[src/rtl/temporizador_pkg.sv]
// rtl/temporizador_pkg.sv - shared constants for the phase-strobe timer
// Purpose: FSM state encoding and the default timer geometry reused by the
// vending-machine top level.
package temporizador_pkg;

    localparam logic [1:0] OCIOSO   = 2'd0;
    localparam logic [1:0] CONTANDO = 2'd1;
    localparam logic [1:0] PAUSADO  = 2'd2;

    localparam int NUM_FASES_PADRAO     = 3;
    localparam int PRIMEIRA_FASE_PADRAO = 2;
    localparam int PERIODO_PADRAO       = 5;
    localparam int LARG_CICLOS_PADRAO   = 8;

endpackage

[src/rtl/temporizador_fases_contador_modulo.sv]
// rtl/temporizador_fases_contador_modulo.sv - modulo-PERIODO counter with clear and wrap flag
// Purpose: counts 0..PERIODO-1 while en is high; limpar has priority and
// forces 0 at the next edge.
// Ports:
//   clk, rst : clock, asynchronous active-high reset
//   en       : advance the count this edge
//   limpar   : synchronous clear (overrides en)
//   valor_d  : next count value (what the register takes at the next edge)
//   wrap     : current count is PERIODO-1
module contador_modulo #(
    parameter int PERIODO = 5,
    parameter int W       = 3
) (
    input  logic         clk,
    input  logic         rst,
    input  logic         en,
    input  logic         limpar,
    output logic [W-1:0] valor_d,
    output logic         wrap
);

    logic [W-1:0] valor_q;

    always_comb begin
        wrap    = (valor_q == W'(PERIODO - 1));
        valor_d = valor_q;
        if (limpar) begin
            valor_d = '0;
        end else if (en) begin
            valor_d = wrap ? '0 : valor_q + W'(1);
        end
    end

    always_ff @(posedge clk or posedge rst) begin
        if (rst) begin
            valor_q <= '0;
        end else begin
            valor_q <= valor_d;
        end
    end

endmodule

[src/rtl/temporizador_fases.sv]
// rtl/temporizador_fases.sv - parametrised phase-strobe timer with pause and single-sweep mode
// Purpose: while enabled, runs a modulo-PERIODO count and drives one
// active-low strobe per phase slot, plus an end-of-period pulse and a
// saturating completed-period counter.
// Ports:
//   clk, rst   : clock, asynchronous active-high reset
//   habilitar  : run enable, 0 aborts to idle
//   modo_unico : 1 = one sweep per disparo, 0 = continuous
//   disparo    : start request (single mode, idle only)
//   pausar     : freeze the count while high
//   fase_n     : active-low strobes, bit k at count PRIMEIRA_FASE+k
//   fim_ciclo  : high in the last count slot
//   ocupado    : high while counting or paused
//   ciclos     : completed periods, saturating
module temporizador_fases
    import temporizador_pkg::*;
#(
    parameter int NUM_FASES     = NUM_FASES_PADRAO,
    parameter int PRIMEIRA_FASE = PRIMEIRA_FASE_PADRAO,
    parameter int PERIODO       = PERIODO_PADRAO,
    parameter int LARG_CICLOS   = LARG_CICLOS_PADRAO
) (
    input  logic                   clk,
    input  logic                   rst,
    input  logic                   habilitar,
    input  logic                   modo_unico,
    input  logic                   disparo,
    input  logic                   pausar,
    output logic [NUM_FASES-1:0]   fase_n,
    output logic                   fim_ciclo,
    output logic                   ocupado,
    output logic [LARG_CICLOS-1:0] ciclos
);

    localparam int LARG_CONT = (PERIODO > 1) ? $clog2(PERIODO) : 1;

    if ((NUM_FASES < 1) || (PERIODO < PRIMEIRA_FASE + NUM_FASES)) begin : g_param_invalido
        $error("temporizador_fases: PERIODO must be >= PRIMEIRA_FASE+NUM_FASES and NUM_FASES >= 1");
    end

    logic [1:0]             estado_q, estado_d;
    logic [LARG_CICLOS-1:0] ciclos_q, ciclos_d;
    logic [NUM_FASES-1:0]   fase_n_q, fase_n_d;
    logic                   fim_ciclo_q, fim_ciclo_d;
    logic                   ocupado_q, ocupado_d;

    logic                   cont_en, cont_limpar, cont_wrap;
    logic [LARG_CONT-1:0]   contador_d;

    contador_modulo #(
        .PERIODO (PERIODO),
        .W       (LARG_CONT)
    ) u_contador (
        .clk     (clk),
        .rst     (rst),
        .en      (cont_en),
        .limpar  (cont_limpar),
        .valor_d (contador_d),
        .wrap    (cont_wrap)
    );

    always_comb begin
        estado_d    = estado_q;
        ciclos_d    = ciclos_q;
        cont_en     = 1'b0;
        cont_limpar = 1'b0;
        case (estado_q)
            CONTANDO: begin
                if (!habilitar) begin
                    estado_d    = OCIOSO;
                    cont_limpar = 1'b1;
                end else if (pausar) begin
                    estado_d = PAUSADO;
                end else begin
                    cont_en = 1'b1;
                    if (cont_wrap) begin
                        if (ciclos_q != '1) begin
                            ciclos_d = ciclos_q + LARG_CICLOS'(1);
                        end
                        // modo_unico is only honoured here, so a mid-period change
                        // takes effect at the next wrap.
                        if (modo_unico) begin
                            estado_d = OCIOSO;
                        end
                    end
                end
            end
            PAUSADO: begin
                if (!habilitar) begin
                    estado_d    = OCIOSO;
                    cont_limpar = 1'b1;
                end else if (!pausar) begin
                    estado_d = CONTANDO;
                end
            end
            default: begin
                cont_limpar = 1'b1;
                if (habilitar && (!modo_unico || disparo)) begin
                    estado_d = CONTANDO;
                    ciclos_d = '0;
                end
            end
        endcase
    end

    // Outputs are decoded from next-state values so the registered outputs
    // line up with the state/count they describe.
    always_comb begin
        fase_n_d    = '1;
        fim_ciclo_d = 1'b0;
        ocupado_d   = (estado_d != OCIOSO);
        if (estado_d == CONTANDO) begin
            for (int k = 0; k < NUM_FASES; k++) begin
                if (contador_d == LARG_CONT'(PRIMEIRA_FASE + k)) begin
                    fase_n_d[k] = 1'b0;
                end
            end
            fim_ciclo_d = (contador_d == LARG_CONT'(PERIODO - 1));
        end
    end

    always_ff @(posedge clk or posedge rst) begin
        if (rst) begin
            estado_q    <= OCIOSO;
            ciclos_q    <= '0;
            fase_n_q    <= '1;
            fim_ciclo_q <= 1'b0;
            ocupado_q   <= 1'b0;
        end else begin
            estado_q    <= estado_d;
            ciclos_q    <= ciclos_d;
            fase_n_q    <= fase_n_d;
            fim_ciclo_q <= fim_ciclo_d;
            ocupado_q   <= ocupado_d;
        end
    end

    assign fase_n    = fase_n_q;
    assign fim_ciclo = fim_ciclo_q;
    assign ocupado   = ocupado_q;
    assign ciclos    = ciclos_q;

endmodule
[config.mk]
export PLATFORM = sky130hd
export DESIGN_NAME = temporizador_fases
export DESIGN_NICKNAME = d
export VERILOG_FILES = /design/src/rtl/temporizador_pkg.sv /design/src/rtl/temporizador_fases_contador_modulo.sv /design/src/rtl/temporizador_fases.sv
export SDC_FILE = /design/constraint.sdc
export NUM_CORES = 1
export LEC_CHECK = 0
export BUFFER_PORTS_ARGS = -buffer_cell sky130_fd_sc_hd__buf_4
export CORE_AREA = 5 5 62 64
export CTS_CLUSTER_DIAMETER = 60
export CTS_CLUSTER_SIZE = 28
export DETAILED_ROUTE_END_ITERATION = 10
export DIE_AREA = 0 0 67 69
export HOLD_SLACK_MARGIN = 0.05
export PLACE_DENSITY = 0.51
export RECOVER_POWER = 25
export SETUP_SLACK_MARGIN = 0.2
export SYNTH_ARGS = -nofsm -noshare
export SYNTH_HDL_FRONTEND = slang
export SYNTH_SLANG_ARGS = --single-unit
export TNS_END_PERCENT = 20
[constraint.sdc]
create_clock -name clk -period 1.95 [get_ports clk]
set_input_delay 0.39 -clock clk [delete_from_list [all_inputs] [get_ports clk]]
set_output_delay 0.39 -clock clk [all_outputs]
set_load 0.05 [all_outputs]
Yosys cells after proc, flatten, opt, wreduce, memory -nomap -nowiden
Cells that the tools add are included.
- flip-flop bits (word level): 18
- input bits: 6
- $add $sub $neg: 2
- eq/ne operators: 12
- multiplexer cells: 27
- bitwise operators: 1
- reductions and logical operators: 7
- operator list (cell ; count):
    8-bit two-way mux ; 5
    8-bit one-hot mux with 2 select lines ; 1
    2-bit two-way mux ; 7
    3-bit two-way mux ; 4
    1-bit two-way mux ; 9
    8-bit by 1-bit adder with 8-bit output (second input constant) ; 1
    2-bit inequality test (second input constant) ; 4
    8-bit inequality test (second input constant) ; 1
    3-bit by 2-bit == test with 1-bit output (second input constant) ; 2
    3-bit == test (second input constant) ; 2
    6-bit AND reduction ; 1
    2-bit by 1-bit == test with 1-bit output (second input constant) ; 2
    2-bit one-hot mux with 2 select lines ; 1
    2-bit nonzero test ; 2
    3-bit by 1-bit adder with 3-bit output (second input constant) ; 1
    2-bit == test (second input constant) ; 1
    2-bit OR reduction ; 1
    1-bit logical AND ; 1
    1-bit logical NOT ; 1
    1-bit logical OR ; 1
    1-bit NOT ; 1

Logic depth before layout (Yosys ltp)
- depth in word-level cells: 8
- mapped depth: 7
- mapped depth without buffers: 6

Modules after synthesis
From an unflattened synthesis, not the netlist that was laid out.
- cells, all modules: 102
- area, all modules: 1032.2 µm²
- modules (own cells, without submodules) (module ; times used ; cells each ; area an instance (µm²)):
    temporizador_fases ; 1 ; 84 ; 858.3
    contador_modulo ; 1 ; 18 ; 173.9

Worst setup path before layout
OpenSTA, ideal clock, no wires.
- path kind: flip-flop to flip-flop
- start: register ciclos_q[0], in the netlist ciclos[0]
- end: register ciclos_q[7], in the netlist ciclos[7]
- library setup time: 126 ps
- arrival time: 1810 ps
- required time: 1824 ps
- setup slack: 14 ps
- cell stages (with the launch flop): 7
- buffers on the path: 1
- cells stage by stage: dfrtp_1 ha_1 nand3_1 o211ai_2 buf_6 o311a_1 a221o_1
- cells in the longest elaborated chain, start to end: 6
- elaborated cells on any way between the ends: 9
- those cells by class: 1 x add/sub; 2 x eq/ne; 5 x mux; 1 x reduce/logical
- RTL lines (item ; RTL line ; text):
    start, declared ; temporizador_fases.sv:42 ; logic [LARG_CICLOS-1:0] ciclos_q, ciclos_d;
    start signal, assigned ; temporizador_fases.sv:131 ; ciclos_q <= ciclos_d;
    8-bit by 1-bit adder with 8-bit output ; temporizador_fases.sv:78 ; ciclos_d = ciclos_q + LARG_CICLOS'(1);
    8-bit two-way mux ; temporizador_fases.sv:77 ; if (ciclos_q != '1) begin
    8-bit two-way mux ; temporizador_fases.sv:76 ; if (cont_wrap) begin
    8-bit two-way mux ; temporizador_fases.sv:72 ; end else if (pausar) begin
    8-bit two-way mux ; temporizador_fases.sv:69 ; if (!habilitar) begin
    8-bit one-hot mux with 2 select lines ; temporizador_fases.sv:67 ; case (estado_q)
Several ways; a longest one is shown, not always the timed one. The select of a mux whose other input is x is not followed.
A chain may end at the register's enable or synchronous reset.

Final worst setup path
- start: register estado_q[1]
- end: register ciclos_q[4], in the netlist ciclos[4]
- cells in the longest elaborated chain, start to end: 3
- elaborated cells on any way between the ends: 10
- those cells by class: 6 x eq/ne; 1 x mux; 1 x bitwise; 2 x reduce/logical
- RTL lines (item ; RTL line ; text):
    start, declared ; temporizador_fases.sv:41 ; logic [1:0] estado_q, estado_d;
    start signal, assigned ; temporizador_fases.sv:130 ; estado_q <= estado_d;
    2-bit by 1-bit == test with 1-bit output / 2-bit == test (equally long branches) ; temporizador_fases.sv:67 ;
    2-bit inequality test (no line), or another cell as far along ; n/a ;
    6-bit AND reduction (no line) ; n/a ;
Several ways; a longest one is shown, not always the timed one.

==> out/metrics.yaml <==
run_status:
  run_status: "complete, no violations"
timing:
  fmax_ghz: 0.5836
  tightest_slew_ns: 0.5729
  final_max_slew_viol_count: 0
  setup_viol: 0
  layout_min_cycle_time_ns: 1.714
  hold_viol: 0
  finalCritPeriodShare_pct: 87.88
  hold_ws_ns: 0.4195
  fin_setup_tns_ns: 0
  worst_slack_ns: 0.2364
  skew_ns: 0.01100
  slew_headroom_pct: 61.80
  rsz0062_at_grt: "true"
logic_synthesis:
  yosysTopAreaCell: "dfrtp_1"
  synthTopCellsByCount: "dfrtp_1 (15), inv_1 (10), nor2_1 (9)"
  synthTopCellsByArea: "dfrtp_1 (35%), dfstp_2 (7.3%), ha_1 (5.8%)"
  synth.most_common_cell: "dfrtp_1"
  synth-async-reset-ratio_pct: 100.0
  yosysUniqueCellTypes: 39
  synth_ff_type: "dfrtp_1"
  synth_seq_cells: 18
  synth_top_area_share_pct: 34.76
  syn_inst: 111
  synth.avg_cell_area_um2: 9.728
  ys_seq_area_share_pct: 42.06
  synth_area_um2: 1080
  synth_edf_count: 0
  ys_warn_count: 0
  syn_nets: 122
routing:
  avgRoutedWirePerCell_um: 14.04
  firstDrtPassIters: 4
  final_antenna_net_count: 0
  drtIter0Drc: 41
  wl_mm: 2.569
  via_per_inst: 5.290
  drc_errors: 0
  vias: 968
worst_setup_path:
  cp_num_cells: 6
  crit_chain: "inv_2 > ha_4 > nand3b_1 > nor4b_4 > xor2_1 > a22o_1"
  reg2reg_depth: 6
  path_delay_family: "simple AND/OR/NAND/NOR gates"
  setup.worst_path.start_class: "register"
  r2r_end: "ciclos[4]"
  worst-path-buf-inv: 1
  worst_setup_path_end_kind: "register"
  r2r_start: "estado_q[1]"
  cp_data_required_time_ns: 2.15
  crit_path_top_delay_cell: "dfrtp_1"
  crit_fanout: 5
  rrSetupSlack_ns: 0.24
  arrival_ns: 1.91
  cpPeakStageDelay_ns: 0.45
  crit_type: "reg -> reg"
clock_tree:
  cts-buffers-inserted: 3
  ctsHtreeMaxLevel: 1
  cts-root-buf: "clkbuf_4"
  cts_tree: "built"
  path_clk_slew_ns: 0.12
  cts.sinks: 18
  ctsLongestPathBuffers: 2
  worstSkewPairLatency_ns: 0.30
finish:
  syn_to_final_growth_pct: 29.78
  final_cells: 183
  fin_nets: 149
  drive_above_1_share_pct: 33.58
  num_antenna_cells: 0
  final_area_um2: 1401
placed_design:
  post-place-ws_ns: 0.04433
  dp_hpwl_mm: 1.895
  portBuffers: 18
  dp.cells: 175
  dpl_cell_area_um2: 1296
  place.gp.congestion: 0.7829
worst_hold_path:
  hp-class: "in -> reg"
  min_from: "pausar"
  holdPathStages: 3
  hold_path_end: "estado_q[1]"
die:
  core-area_um2: 3232
  die_area_um2: 4623
  ioPinCount: 19
  rows: 21
  die_height_um: 69
  die_w_um: 67
  start_util_pct: 33.41
grt:
  globalRouteOverflowTotal: 0
  track_usage_pct: 12.05
  grt_first_pass_wirelength_mm: 4.347
  grt_pass1_vias: 953
  grt_max_degree: 11
  grt_antenna_before_repair: 0
job:
  cap_violations: 0
power:
  p_leak_nw: 0.6294
  p_per_area_nw_per_um2: 870.6
  max-vdd-ir-drop_v: 0.0005446
==> how the worst max path moves through the flow <==
stage           startpoint         to  slack, ns
6_report       estado_q[1]  ciclos[4]       0.24
5_1_grt        estado_q[1]  ciclos[4]       0.14
4_1_cts        estado_q[1]  ciclos[4]       0.23
3_5_place_dp   estado_q[1]  ciclos[5]       0.04
3_3_place_gp   estado_q[1]  ciclos[5]        0.1
2_1_floorplan  estado_q[0]  ciclos[7]       0.24
==> sequential cells by signal, summed over array words and instances (netlist names) <==
| signal | count |
|---|---|
| ciclos | 8 |
| estado_q | 2 |
| fase_n | 3 |
| fim_ciclo | 1 |
| ocupado | 1 |
| u_contador.valor_q | 3 |
==> report_power, final <==
group	leakage (nW)	switching, mW	total, mW	internal, mW
combinational	0.383	0.321	0.579	0.258
clock	0.0150	0.124	0.203	0.0796
sequential	0.231	0.0292	0.438	0.409
==> routing by layer <==
layer | share of wire [%] | up-vias | GRT usage, % | wire (um)
li1 | - | 467 | - | -
met1 | 47 | 466 | 16.97 | 1206
met2 | 46 | 31 | 17.47 | 1172
met3 | 6.0 | 4 | 2.273 | 153
met4 | 1.4 | 0 | 5.631 | 37
met5 | 0 | - | 0 | 0
==> cell type report <==
class | instances | area [um2]
Clock buffer | 4 | 26.28
Inverter | 10 | 37.54
Timing Repair Buffer | 26 | 193.9
Multi-Input combinational cell | 79 | 626.9
Fill cell | 329 | 1831
Sequential cell | 18 | 459.2
Tap cell | 46 | 57.56
==> through the flow <==
step / total power, mW / utilization (%)
4_1_cts: 1.239 / 43.05
6_report: 1.220 / 43.36
3_5_place_dp: 0.9362 / 40.11
5_1_grt: 1.331 / 43.36
2_1_floorplan: 0.7979 / -
3_3_place_gp: 0.9327 / 40.11
==> what timing repair did <==
action | in CTS | in global routing
pin swaps | 4 | 0
hold buffers | 1 | 0
gates resized for setup | 8 | 3
hold endpoints to repair | 8 | 0
setup buffers | 3 | 0
setup endpoints to repair | 5 | 9
==> worst register-to-register path, cell delays in order, from the launching register on <==
cell and delay, ns:
dfrtp_1 0.45, inv_2 0.10, ha_4 0.15, nand3b_1 0.23
nor4b_4 0.40, xor2_1 0.10, a22o_1 0.19
==> layout by cell type (no fill, tap or decap), drive strengths merged, types with 2 or more instances in the layout <==
master  instances
buf            23
a21oi           3
a31oi           6
dfrtp          15
a22o            2
inv            10
and3b           3
a221o           2
nor2            9
clkbuf          6
mux2i           3
nor3            4
o21a            3
dfstp           3
nand2           3
ha              5
nand4           5
nand3           5
nand3b          2
o211ai          2
o311a           2
nor2b           2
o21ai           5
==> kinds of logic after synthesis <==
group           count (synthesis)  synth area share [%]
fa+ha+maj                       5                 5.794
simple gates                   40                 21.67
flops                          18                 42.06
compound gates                 30                 20.63
xor+xnor                        1                0.8113
buf+inv                        14                 6.258
mux                             3                 2.781
(Power assumes the default switching activity.)
